==> config.mk <==
export PLATFORM = sky130hd
export DESIGN_NAME = ahb_apb_bridge_gen2
export DESIGN_NICKNAME = d
export VERILOG_FILES = /design/src/rtl/ahb_apb_bridge_gen2.sv
export SDC_FILE = /design/constraint.sdc
export NUM_CORES = 1
export LEC_CHECK = 0
export BUFFER_PORTS_ARGS = -buffer_cell sky130_fd_sc_hd__buf_2
export CAP_MARGIN = 0
export CELL_PAD_IN_SITES_DETAIL_PLACEMENT = 1
export CELL_PAD_IN_SITES_GLOBAL_PLACEMENT = 1
export CORE_MARGIN = 8
export CORE_UTILIZATION = 34
export DETAILED_ROUTE_END_ITERATION = 8
export GPL_ROUTABILITY_DRIVEN = 0
export PLACE_DENSITY_LB_ADDON = 0.1
export REMOVE_ABC_BUFFERS = 1
export SYNTH_ARGS = -nofsm -noshare
export SYNTH_HDL_FRONTEND = slang
export SYNTH_SLANG_ARGS = --single-unit
==> constraint.sdc <==
create_clock -name Hclk -period 5.6 [get_ports Hclk]
set_clock_uncertainty 0.2 [all_clocks]
set_input_delay 0.84 -clock Hclk [delete_from_list [all_inputs] [get_ports Hclk]]
set_output_delay 0.84 -clock Hclk [all_outputs]
set_load 0.02 [all_outputs]
==> src/rtl/ahb_apb_bridge_gen2.sv <==
// AHB-Lite to APB3 bridge: parametrised slave count, PREADY wait states,
// PSLVERR / decode-miss error responses, APB timeout, back-to-back transfers.
module ahb_apb_bridge_gen2 #(
    parameter int unsigned       ADDR_W      = 32,
    parameter int unsigned       DATA_W      = 32,
    parameter int unsigned       NUM_SLAVES  = 3,
    parameter int unsigned       REGION_BITS = 12,
    parameter logic [ADDR_W-1:0] BASE_ADDR   = 32'h8000_0000,
    parameter int unsigned       TIMEOUT     = 16
) (
    input  logic                  Hclk,
    input  logic                  Hresetn,
    input  logic                  Hwrite,
    input  logic                  Hreadyin,
    input  logic [1:0]            Htrans,
    input  logic [ADDR_W-1:0]     Haddr,
    input  logic [DATA_W-1:0]     Hwdata,
    output logic                  Hreadyout,
    output logic [1:0]            Hresp,
    output logic [DATA_W-1:0]     Hrdata,
    input  logic [DATA_W-1:0]     Prdata,
    input  logic                  Pready,
    input  logic                  Pslverr,
    output logic [NUM_SLAVES-1:0] Pselx,
    output logic                  Penable,
    output logic                  Pwrite,
    output logic [ADDR_W-1:0]     Paddr,
    output logic [DATA_W-1:0]     Pwdata
);

    localparam int unsigned SEL_W  = (NUM_SLAVES > 1) ? $clog2(NUM_SLAVES) : 1;
    localparam int unsigned DEC_LO = REGION_BITS + SEL_W;
    localparam int unsigned CNT_W  = $clog2(TIMEOUT + 2);
    localparam logic [CNT_W-1:0] TMO_LAST = CNT_W'((TIMEOUT > 0) ? TIMEOUT - 1 : 0);

    typedef enum logic [2:0] {
        S_IDLE,
        S_WDATA,
        S_SETUP,
        S_ACCESS,
        S_ERR1,
        S_ERR2
    } state_t;

    state_t                state, state_nxt;
    logic [SEL_W-1:0]      sel_idx;
    logic [CNT_W-1:0]      tmo_cnt;
    logic [SEL_W-1:0]      dec_idx;
    logic [NUM_SLAVES-1:0] sel_onehot;
    logic                  win_hit, idx_miss, xfer_ok, sample_pt, valid, tmo_hit;
    logic                  htrans_unused;

    assign htrans_unused = Htrans[0];
    assign win_hit    = (Haddr[ADDR_W-1:DEC_LO] == BASE_ADDR[ADDR_W-1:DEC_LO]);
    assign dec_idx    = Haddr[DEC_LO-1:REGION_BITS];
    assign idx_miss   = ({1'b0, dec_idx} >= (SEL_W+1)'(NUM_SLAVES));
    assign xfer_ok    = (state == S_ACCESS) && Pready && !Pslverr;
    // A new address phase may be taken while idle, in the second error cycle,
    // or in the same cycle a clean APB completion releases the AHB bus.
    assign sample_pt  = (state == S_IDLE) || (state == S_ERR2) || xfer_ok;
    assign valid      = sample_pt && Hreadyin && Htrans[1] && win_hit;
    assign tmo_hit    = (TIMEOUT != 0) && (tmo_cnt == TMO_LAST);
    assign sel_onehot = NUM_SLAVES'(1) << sel_idx;

    always_ff @(posedge Hclk or negedge Hresetn) begin
        if (!Hresetn) begin
            state   <= S_IDLE;
            sel_idx <= '0;
            tmo_cnt <= '0;
            Paddr   <= '0;
            Pwrite  <= 1'b0;
            Pwdata  <= '0;
        end else begin
            state <= state_nxt;
            if (valid) begin
                Paddr   <= Haddr;
                Pwrite  <= Hwrite;
                sel_idx <= dec_idx;
            end
            if (state == S_WDATA) Pwdata <= Hwdata;
            if (state == S_SETUP) tmo_cnt <= '0;
            else if (state == S_ACCESS && !Pready) tmo_cnt <= tmo_cnt + 1'b1;
        end
    end

    always_comb begin
        state_nxt = state;
        unique case (state)
            S_IDLE, S_ERR2: state_nxt = S_IDLE;
            S_WDATA:        state_nxt = S_SETUP;
            S_SETUP:        state_nxt = S_ACCESS;
            S_ACCESS: begin
                if (Pready)       state_nxt = Pslverr ? S_ERR1 : S_IDLE;
                else if (tmo_hit) state_nxt = S_ERR1;
            end
            S_ERR1:         state_nxt = S_ERR2;
            default:        state_nxt = S_IDLE;
        endcase
        if (valid) state_nxt = idx_miss ? S_ERR1 : (Hwrite ? S_WDATA : S_SETUP);
    end

    always_comb begin
        Hreadyout = 1'b1;
        Hresp     = 2'b00;
        Hrdata    = '0;
        Pselx     = '0;
        Penable   = 1'b0;
        unique case (state)
            S_WDATA: Hreadyout = 1'b0;
            S_SETUP: begin
                Hreadyout = 1'b0;
                Pselx     = sel_onehot;
            end
            S_ACCESS: begin
                Pselx     = sel_onehot;
                Penable   = 1'b1;
                Hreadyout = xfer_ok;
                if (xfer_ok && !Pwrite) Hrdata = Prdata;
            end
            S_ERR1: begin
                Hresp     = 2'b01;
                Hreadyout = 1'b0;
            end
            S_ERR2: Hresp = 2'b01;
            default: ;
        endcase
    end

endmodule

* Word-level counts from Yosys, hierarchy flattened *
Index checks and enable logic that the tools add are counted.

storage, ports and cells
  register bits after elaboration = 75
  input bits = 104
  output and inout port bits = 104
  logic and storage cells = 49

operators by class
  add/subtract/negate cells = 1
  order comparisons = 1
  equality and inequality tests = 8
  shift-type cells = 1
  muxes and demuxes = 15
  reductions and logical operators = 17

operator list
  cell                  count
  $mux 32               2
  $eq 18x18->1 const B  1
  $mux 3                6
  $pmux 3 s4            1
  $mux 5                2
  $logic_and 1x1->1     7
  $eq 3x2->1 const B    2
  $eq 3x3->1 const B    2
  $add 5x1->5 const B   1
  $eq 5x4->1 const B    1
  $ne 4x4->1 const B    1
  $reduce_or 2->1       2
  $eq 3x1->1 const B    1
  $logic_not 1->1       3
  $logic_not 3->1       1
  $reduce_or 3->1       1
  $shl 1x2->3 const A   1
  $ge 2x2->1 const B    1
  $logic_or 1x1->1      2
  $mux 1                2
  $mux 2                1
  $pmux 1 s2            1
  $reduce_bool 2->1     1

* Longest topological paths before layout *
Gate-level depths: netlist of run 1.

  depth after elaboration = 8
  depth in mapped cells = 7

* Worst setup path after synthesis of run 1 *
Ideal clock, no wire load.

  kind = in2out
  start point = input Pready
  end point = output Hreadyout
  arrival time = 1.811 ns
  data required time = 4.560 ns
  slack = 2.749 ns
  stages = 4
  cells stage by stage = clkbuf_1 > nor2b_1 > a21oi_1 > o21ai_0

on the way
  cells in the longest elaborated chain, start to end = 3

RTL lines
  element                          RTL line  source
  start, declared                  22        input logic Pready,
  $logic_and 1x1->1 (2 in series)  57        assign xfer_ok = (state == S_ACCESS) && Pready && !Pslverr;
  $pmux 1 s2                       108       unique case (state)
  end, declared                    18        output logic Hreadyout,

Every way passes these cells.

* Worst setup path after layout of run 1 *
  start point = register state[0]
  end point = output Hrdata[9]

on the way
  cells in the longest elaborated chain, start to end = 6

RTL lines
  element                          RTL line  source
  start, declared                  45        state_t state, state_nxt;
  start signal, assigned           74        state <= state_nxt;
  $eq 3x2->1 (*)                   57, 108
  $logic_and 1x1->1 (2 in series)  57
  $logic_and 1x1->1                118       if (xfer_ok && !Pwrite) Hrdata = Prdata;
  $mux 32                          118
  $mux 32 (*)                      108
  end, declared                    20        output logic [DATA_W-1:0] Hrdata,

Every way passes the cells marked *; elsewhere a longest branch is shown, timed or not.

==> key figures, run 1 <==
Outcome
  – Status: finished, final reports clean

Cells and area
  – P&R area growth vs syn: 40.9%
  – Final cell count without fillers: 566
  – Nets: 556
  – Layout cells sized above 1: 60.7%
  – Number of antenna diodes: 0

Pwr
  – Cell leakage power: 2.55 nW
  – Clock network power share: 22.0%
  – Power per Cell Area: 424 nW/um^2
  – Part of the power in registers: 39.4%
  – Sw Ratio: 37.4%
  – Worst vdd ir: 0.000154 V
  – Psw: 719 uW
  – Logic pwr share: 38.7%
  – Int Pwr: 1.20 mW

Clock network
  – Hold_buf cts: 0
  – Clk sinks: 73
  – Latest clock arrival within the worst-skew pair: 350 ps
  – Post-CTS Setup Bufs: 0
  – TritonCTS clock tree: yes
  – Worst-case clock buffer depth: 2
  – # resized after CTS: 0
  – CTS Buf Count: 9
  – CTS clk-pin slew, worst paths: 90 ps
  – Root Driver: clkbuf_8
  – H-Tree Depth: 3

Worst setup path
  – Crit Path Max Fanout: 32
  – Reg2reg end: Paddr[4]$_DFFE_PN0P_
  – Worst endpoint data arrival time: 2270 ps
  – Flop2flop setup slack: 3260 ps
  – RR Startpoint: state[0]$_DFFE_PN0P_
  – CP Capture Type: output pin
  – Critical path data required time: 4560 ps
  – Startpoint types: register
  – Reg2reg path depth: 5
  – Critical setup path kind: register to output pin

Synthesis
  – Seq cells post-synth: 73
  – Post-synth EDFFs: 0
  – Mapped cell area: 3210 sq um
  – Seq/Total Area, Yosys: 56.8%
  – Compound-cell area share of the yosys netlist: 4.90%
  – Netlist cell types: 38
  – Multiplexer share of the synthesized area: 17.5%
  – Ys flop type: dfrtp_1
  – Post-synthesis adder-cell area fraction: 0.779%
  – Yosys synthesis warning count: 0
  – Ys async rst share: 100%
  – Main combinational cell family by area after synthesis: multiplexers
  – Syn Inst Count: 247
  – Avg Synthesized Cell Area: 13.0 sq um
  – XOR/XNOR share of the synthesized area: 0.272%
  – Simple-gate share of the synthesized area: 16.5%

Floorplan
  – Core Rows: 35
  – Core Area: 9200 sq um
  – IO Pins: 208
  – Die height: 113 um
  – Initial Util: 35.0%
  – Die Wd: 113 um
  – Die ar.: 12800 sq um

Min path
  – Worst hold endpoint: Paddr[31]$_DFFE_PN0P_
  – Hold Crit Class: register to register
  – WHS Path Cells: 1
  – HP Start: Paddr[31]$_DFFE_PN0P_

Routing
  – Vias: 2605
  – Via density: 4.60
  – Post-DRT Antenna Nets: 0
  – Post-route DRC: 0
  – Avg WL per Cell: 16.5 um
  – 1st-iter DRT viols: 90
  – DRT Wirelength: 9350 um
  – TritonRoute pass-1 iters: 3

Placed design
  – Place WS: 1980 ps
  – Placed Instances: 550
  – Detailed placer's ending HPWL: 7180 um
  – PortBufs: 205

STA
  – Minimum clock period: 3310 ps
  – Max-slew headroom: 38.1%
  – Setup_tns: 0 ps
  – Final hold vios: 0
  – Final worst slack: 2290 ps
  – Actual slew at the worst max-slew pin: 928 ps
  – Period utilisation layout: 59.1%
  – RSZ-0062 raised after global routing: no
  – Hold Slack: 263 ps
  – Setup Viol. Count Final: 0
  – Achievable clock frequency: 302 MHz
  – Final slew viol count: 0

GRT
  – Total track usage: 14.4%
  – Largest net degree at the start of global routing: 74
  – Initial antenna violation count: 0
  – Global-route wire length before repair: 14700 um
  – Vias in the first global route: 2908
  – Grt ovf: 0

Flow run
  – Maxcap violations: 0
-- Yosys cell counts, types with 2 or more instances --
cell type / n / area, sq um
and2_1: 33 / 206
o21ai_0: 4 / 20.0
nand2_1: 3 / 11.3
nor4b_1: 3 / 26.3
a21oi_1: 3 / 15.0
dfrtp_1: 73 / 1830
inv_1: 3 / 11.3
nand2b_1: 4 / 25.0
nor3_1: 6 / 30.0
mux2_4: 9 / 135
nor2_1: 2 / 7.51
a21o_1: 3 / 22.5
a22o_1: 5 / 43.8
clkbuf_1: 6 / 22.5
buf_2: 7 / 35.0
mux2_2: 38 / 428
ha_1: 2 / 25.0
buf_6: 2 / 22.5
nor2b_1: 19 / 119
o21a_1: 2 / 15.0
nor4_1: 2 / 12.5
nor3b_1: 2 / 15.0
-- registers in the layout, indices dropped and copies added, names as in the netlist --
register and count:
tmo_cnt 5, Pwdata 32, Paddr 32, Pwrite 1, state 3
-- power by group through the flow --
| stage | Combinational [mW] | Sequential (mW) | Clock (mW) |
|---|---|---|---|
| detailed placement | 0.753 | 0.769 | 0 |
| finish | 0.742 | 0.756 | 0.422 |
| global route | 0.803 | 0.776 | 0.459 |
| global placement | 0.743 | 0.759 | 0 |
| CTS | 0.757 | 0.759 | 0.446 |
| floorplan | 0.331 | 0.908 | 0 |
-- critical path, stage by stage (launching register included) --
cell and delay (ps):
dfrtp_1 660, nand3b_4 180, nor3_4 680, and2_1 230, buf_2 170
-- metal layers --
| layer | part of all wire, % | track usage (%) |
|---|---|---|
| met3 | 8.8 | 6.28 |
| met4 | 1.3 | 4.88 |
| met5 | 0 | 0 |
| met1 | 39 | 15.5 |
| met2 | 51 | 24.6 |
-- cells in the final DEF, fill, tap and decap left out, types with 4 or more instances in the layout --
cell / netlist / layout
dfrtp_1: 73 / 73
nor2b_1: 19 / 19
buf_2: 7 / 205
a22o_1: 5 / 5
nand2b_1: 4 / 4
nor3_1: 6 / 5
clkbuf_8: 0 / 9
mux2_4: 9 / 9
mux2_2: 38 / 38
and2_1: 33 / 33
o21ai_0: 4 / 4
-- logic make-up (layout without fill, tap and decap cells) --
kind of cell	count (synthesis)	in the layout
AND/OR/NAND/NOR	82	82
multiplexers	47	47
XOR/XNOR	1	1
other	1	1
adder cells (fa/ha/maj)	2	2
AO/OA/AOI/OAI	22	22
flip-flops	73	73
buffers and inverters	19	227
-- worst max path at each step --
stage / startpoint / to / slack (ps)
after floorplan: Pslverr / Hrdata[0] / 2160
after global placement: Pready / Hrdata[12] / 2080
after detailed placement: Pready / Hrdata[12] / 1980
after CTS: state[0]$_DFFE_PN0P_ / Hrdata[12] / 1870
after global routing: state[0]$_DFFE_PN0P_ / Hrdata[9] / 2050
final: state[0]$_DFFE_PN0P_ / Hrdata[9] / 2290
-- layout make-up --
cell class,instances,area (sq um)
Clock buffer,9,124
Sequential cell,73,1830
Fill cell,1049,4670
Clock inverter,7,75.1
Tap cell,111,139
Timing Repair Buffer,208,1050
Multi-Input combinational cell,155,1310
Inverter,3,11.3
-- metrics by stage --
stage	total power, mW	utilization, %	instance area [sq um]
3_5_place_dp	1.52	47.0	4330
5_1_grt	2.04	49.3	4530
2_1_floorplan	1.24	-	3130
4_1_cts	1.96	49.2	4520
6_report	1.92	49.3	4530
3_3_place_gp	1.50	47.0	4330
Note: power is estimated with default switching activity, not from simulation.
==> run 2, diff against run 1 <==
Settings changed: ABC_AREA from default to 1, CORE_UTILIZATION 34 to 30.
Clock period 5.6 ns to 3.5 ns, I/O delays scaled along.
==> run 2 against run 1 <==
  * First-iteration DRC count is 22% lower
  * Global-route usage is 0.28 points higher
  * Power is 63% higher
  * Routed wire length is 15% higher
  * Flip-flop and latch count stayed put
  * Largest power group is now combinational logic
  * Sequential power is 57% higher
==> key figures, run 2 <==
Outcome
  – Status: finished, final reports clean

Cells and area
  – Core Util, Final: 43.1%
  – Regs by FF count: Paddr (32), Pwdata (32), tmo_cnt (5)
  – Number of antenna diodes: 0
  – Commonest non-fill, non-tap cells in the layout: buf_2, dfrtp_1, inv_1
  – Layout fillers: 1363
  – Nets: 676
  – Most common cell after layout, fill and taps aside: buf_2
  – Design area: 4680 sq um
  – P&R area growth vs syn: 40.3%
  – Layout cells sized above 1: 47.2%

Floorplan
  – IO Pins: 208
  – Die height: 121 um
  – Die ar.: 14700 sq um
  – Core Rows: 38
  – Initial Util: 30.7%
  – Die Wd: 121 um
  – Core Area: 10800 sq um

STA
  – Minimum clock period: 2720 ps
  – Max-slew headroom: 46.4%
  – Final slew viol count: 0
  – RSZ-0062 raised after global routing: no
  – Final worst slack: 782 ps
  – Setup_tns: 0 ps
  – Final hold vios: 0
  – Achievable clock frequency: 368 MHz
  – Setup Viol. Count Final: 0
  – Actual slew at the worst max-slew pin: 804 ps
  – Period utilisation layout: 77.7%

Pwr
  – Power per Cell Area: 668 nW/um^2
  – Cell leakage power: 2.91 nW
  – Worst vdd ir: 0.000458 V

Synthesis
  – Seq/Total Area, Yosys: 54.8%
  – Netlist cell types: 25
  – Mapped cell area: 3330 sq um
  – Ys flop type: dfrtp_1
  – XOR/XNOR share of the synthesized area: 0%
  – Syn Inst Count: 363
  – Yosys synthesis warning count: 0
  – Post-synthesis adder-cell area fraction: 0.751%
  – Avg Synthesized Cell Area: 9.18 sq um
  – Post-synth EDFFs: 0
  – Count leader, synth: dfrtp_1
  – Area leader, netlist: dfrtp_1
  – Ranking of synthesized cells by area: dfrtp_1, mux2_2, inv_1
  – Main combinational cell family by area after synthesis: simple AND/OR/NAND/NOR gates
  – Synth top area share: 54.8%
  – Multiplexer share of the synthesized area: 10.8%
  – Ys async rst share: 100%
  – Simple-gate share of the synthesized area: 21.1%
  – Compound-cell area share of the yosys netlist: 1.76%
  – Seq cells post-synth: 73
  – List of most frequent post-synthesis cells: dfrtp_1, inv_1, nand2_1, nor2_1, mux2_2

GRT
  – Global-route wire length before repair: 17100 um
  – Initial antenna violation count: 0
  – Grt ovf: 0
  – Total track usage: 14.6%
  – Vias in the first global route: 3301
  – Largest net degree at the start of global routing: 41

Worst setup path
  – WP buf/inv: 2
  – Startpoint types: register
  – Biggest cell delay along the critical path: 430 ps
  – Crit Path Max Fanout: 32
  – Slowest-stage cell, CP: dfrtp_1
  – Crit-path cells: nand2_1 > nor2_4 > nand2_4 > or2_1 > buf_4 > nor2_1 > buf_2
  – Critical path data required time: 2770 ps
  – Critical setup path kind: register to output pin
  – Worst endpoint data arrival time: 1990 ps
  – Largest delay share family, worst path: simple AND/OR/NAND/NOR gates
  – CP Capture Type: output pin

Flow run
  – Maxcap violations: 0

Min path
  – Hold Crit Class: input pin to asynchronous set/reset pin

Clock network
  – # resized after CTS: 0
  – Post-CTS Setup Bufs: 0
  – Worst-case clock buffer depth: 2
  – CTS clk-pin slew, worst paths: 70 ps
  – TritonCTS clock tree: yes
  – CTS Buf Count: 9
  – Latest clock arrival within the worst-skew pair: 340 ps
  – Hold_buf cts: 0
  – Root Driver: clkbuf_8
  – H-Tree Depth: 3
  – Clk sinks: 73

Routing
  – Post-DRT Antenna Nets: 0
  – Avg WL per Cell: 15.0 um
  – DRT Wirelength: 10700 um
  – Vias: 3087
  – TritonRoute pass-1 iters: 4
  – Via density: 4.32
  – Post-route DRC: 0
  – 1st-iter DRT viols: 70

Placed design
  – Place WS: 928 ps
  – PortBufs: 205
  – Cell Area, Placed: 4490 sq um
  – Detailed placer's ending HPWL: 8750 um
[run 2: changes by cell type after synthesis, moves of 6 or more]
cell / change
and2_1: -33
clkbuf_1: -6
inv_1: +68
mux2_2: -6
mux2_4: -9
nand2_1: +67
nand3_1: +19
nor2_1: +43
nor2_2: +11
nor2b_1: -19
[run 2: routing by layer]
metal	vias to the layer above	share of wire, %	wire [um]	track usage, %
li1	1505	-	-	-
met3	11	11	1230	5.58
met4	0	1.6	169	6.01
met5	-	0	0	0
met1	1430	40	4270	16.1
met2	141	47	5060	24.8
[run 2: kinds of logic after synthesis]
| group | after synthesis |
|---|---|
| DFF | 73 |
| muxes | 32 |
| other | 1 |
| AOI/OAI and AO/OA | 11 |
| and+or+nand+nor | 160 |
| buffers and inverters | 84 |
| adders and majority gates | 2 |
[run 2: final timing paths]
check / start / slack, ps / depth (start not counted) / end
worst max-delay path: state[0]$_DFFE_PN0P_ / 780 / 7 / Hrdata[10]
worst min-delay path: Hresetn / 70 / 1 / Paddr[22]$_DFFE_PN0P_
worst max register to register: state[0]$_DFFE_PN0P_ / 1440 / 7 / Paddr[13]$_DFFE_PN0P_
worst min register to register: Paddr[20]$_DFFE_PN0P_ / 260 / 2 / Paddr[20]$_DFFE_PN0P_
max in group asynchronous: Hresetn / 2330 / 2 / Pwdata[14]$_DFFE_PN0P_
min in group Hclk: Haddr[5] / 210 / 3 / Paddr[5]$_DFFE_PN0P_
[run 2: area by class of cell]
type / instances / area (sq um) / share of cell area, %
Clock inverter: 2 / 12.5 / 0.268
Multi-Input combinational cell: 206 / 1160 / 24.8
Tap cell: 140 / 175 / 3.75
Timing Repair Buffer: 209 / 1070 / 22.9
Inverter: 71 / 267 / 5.70
Sequential cell: 73 / 1830 / 39.1
Clock buffer: 13 / 169 / 3.61
[run 2: power by group]
part | switching, mW | internal [mW] | total [mW]
clock | 0.297 | 0.311 | 0.608
combinational | 0.814 | 0.517 | 1.33
sequential | 0.119 | 1.07 | 1.19
[run 2: through the flow]
| stage | cells | hold WS [ps] | power [mW] |
|---|---|---|---|
| 2_1_floorplan | 350 | 29.4 | 2.06 |
| 6_report | 714 | 65.8 | 3.13 |
| 5_1_grt | 714 | 121 | 3.35 |
| 4_1_cts | 714 | 91.8 | 3.19 |
| 3_3_place_gp | 699 | 246 | 2.52 |
| 3_5_place_dp | 699 | 248 | 2.57 |
[run 2: worst register-to-register path: stages, from the launching register on]
cell     delay, ps
dfrtp_1        430
nand2_1        120
nor2_4         200
nand2_4         90
nand2_4        210
nand3_2        420
nor2_1         220
a21oi_1         60
==> run 3, diff against run 2 <==
Settings changed: ABC_AREA 1 to 0, CORE_UTILIZATION 30 to 31.
Clock period 3.5 ns to 2.79 ns, I/O delays scaled along.
==> run 3 against run 2 <==
  * Worst hold slack gained 34 ps
  * Design area shrank 0.99%
  * Combinational power grew 13%
  * Die area shrank 5.8%
  * Sequential share of layout area grew 0.39 points
  * Via count shrank 15%
  * Core utilization grew 2.3 points
  * Critical endpoint is now Hrdata[31]
==> key figures, run 3 (synthesized netlist as in run 1, its figures left out) <==
Outcome
  – Status: finished, final reports clean

GRT
  – Grt ovf: 0
  – Vias in the first global route: 2909
  – Initial antenna violation count: 0
  – Global-route wire length before repair: 16200 um
  – Total track usage: 14.4%
  – Largest net degree at the start of global routing: 74

Worst setup path
  – Flop2flop setup slack: 590 ps
  – Critical setup path kind: register to output pin
  – CP Capture Type: output pin
  – Crit path from: state[0]$_DFFE_PN0P_
  – Largest delay share family, worst path: flip-flops
  – WP buf/inv: 2
  – Biggest cell delay along the critical path: 650 ps
  – RR Startpoint: state[0]$_DFFE_PN0P_
  – Reg2reg path depth: 5
  – Critical path data required time: 2170 ps
  – Crit Path Max Fanout: 32
  – Reg2reg end: Paddr[4]$_DFFE_PN0P_
  – Startpoint types: register
  – Slowest-stage cell, CP: dfrtp_1
  – Crit-path cells: nand3b_4 > nor3_2 > buf_4 > and2_1 > buf_2
  – Worst endpoint data arrival time: 1930 ps

Cells and area
  – Area used by multi-input combinational logic: 1300 sq um
  – P&R area growth vs syn: 44.0%
  – Most common cell after layout, fill and taps aside: buf_2
  – Design area: 4630 sq um
  – Layout fillers: 1164
  – Sequential Area: 1830 sq um
  – Commonest non-fill, non-tap cells in the layout: buf_2, dfrtp_1, mux2_2
  – Layout cells sized above 1: 60.4%
  – Number of antenna diodes: 0
  – Nets: 558
  – Regs by FF count: Paddr (32), Pwdata (32), tmo_cnt (5)

Routing
  – Post-route DRC: 0
  – Via density: 4.44
  – Post-DRT Antenna Nets: 0
  – Vias: 2625
  – Avg WL per Cell: 17.0 um
  – DRT Wirelength: 10000 um
  – 1st-iter DRT viols: 45
  – TritonRoute pass-1 iters: 4

STA
  – Achievable clock frequency: 392 MHz
  – Setup_tns: 0 ps
  – Setup Viol. Count Final: 0
  – Period utilisation layout: 91.5%
  – Minimum clock period: 2550 ps
  – RSZ-0062 raised after global routing: no
  – Final slew viol count: 0
  – Final hold vios: 0

Floorplan
  – Die height: 118 um
  – Die ar.: 13900 sq um
  – Die Wd: 118 um
  – IO Pins: 208
  – Core Rows: 37
  – Core Area: 10200 sq um
  – Initial Util: 31.6%

Clock network
  – CTS Buf Count: 9
  – Clk sinks: 73
  – CTS clk-pin slew, worst paths: 90 ps
  – Root Driver: clkbuf_8
  – TritonCTS clock tree: yes
  – Worst-case clock buffer depth: 2
  – H-Tree Depth: 3
  – Latest clock arrival within the worst-skew pair: 330 ps

Pwr
  – Sw Ratio: 35.5%
  – Cell leakage power: 2.57 nW
  – Psw: 1.42 mW
  – Clock network power share: 24.6%
  – Logic pwr share: 37.5%
  – Worst vdd ir: 0.000426 V
  – Part of the power in registers: 37.9%
  – Int Pwr: 2.58 mW
  – Power per Cell Area: 865 nW/um^2

Min path
  – HP Start: Hwdata[11]
  – Worst hold endpoint: Pwdata[11]$_DFFE_PN0P_
  – Hold Crit Class: input pin to register
  – WHS Path Cells: 2

Flow run
  – Maxcap violations: 0

Placed design
  – PortBufs: 205
  – Detailed placer's ending HPWL: 7850 um
  – Cell Area, Placed: 4390 sq um
[run 3: metrics by stage]
step | total power, mW | hold slack (ps) | setup slack (ps) | util, % | std cells
after CTS | 4.08 | 77.9 | 185 | 45.5 | 591
after global placement | 3.04 | 249 | 582 | 43.1 | 576
after detailed placement | 3.08 | 254 | 560 | 43.1 | 576
after global routing | 4.25 | 81.2 | 28.5 | 45.5 | 591
final | 4.00 | 100 | 238 | 45.5 | 591
after floorplan | 2.49 | -77.1 | 27.0 | - | 231
[run 3: worst max path at each step]
stage	to	depth (start not counted)
after global placement	Paddr[0]$_DFFE_PN0P_	5
after CTS	Hrdata[31]	5
after global routing	Hrdata[9]	5
after floorplan	Hrdata[0]	3
final	Hrdata[31]	5
after detailed placement	Paddr[4]$_DFFE_PN0P_	5
[run 3: layout make-up]
type	count	area share, %
repair buffers	210	23.6
multi-input cells	155	28.1
inverters	3	0.243
well taps	136	3.68
clock inverters	5	2.30
flip-flops and latches	73	39.5
clock buffers	9	2.68
[run 3: what timing repair did]
| action | CTS | global route |
|---|---|---|
| buffers inserted | 0 | 0 |
| hold buffers | 1 | 0 |
| endpoints found under the hold margin | 73 | 0 |
| gates resized for setup | 0 | 0 |
[run 3: power groups by stage]
| stage | registers [mW] | clock network, mW | logic, mW |
|---|---|---|---|
| after CTS | 1.52 | 1.01 | 1.54 |
| after floorplan | 1.82 | 0 | 0.665 |
| after global routing | 1.57 | 1.05 | 1.63 |
| after detailed placement | 1.54 | 0 | 1.54 |
| final | 1.52 | 0.985 | 1.50 |
| after global placement | 1.53 | 0 | 1.51 |
[run 3: per-layer routing]
metal	up-vias	track usage (%)	wire length, um
li1	1244	-	-
met1	1278	15.6	3860
met2	91	25.7	5360
met3	12	4.89	699
met4	0	5.04	116
met5	-	0	0
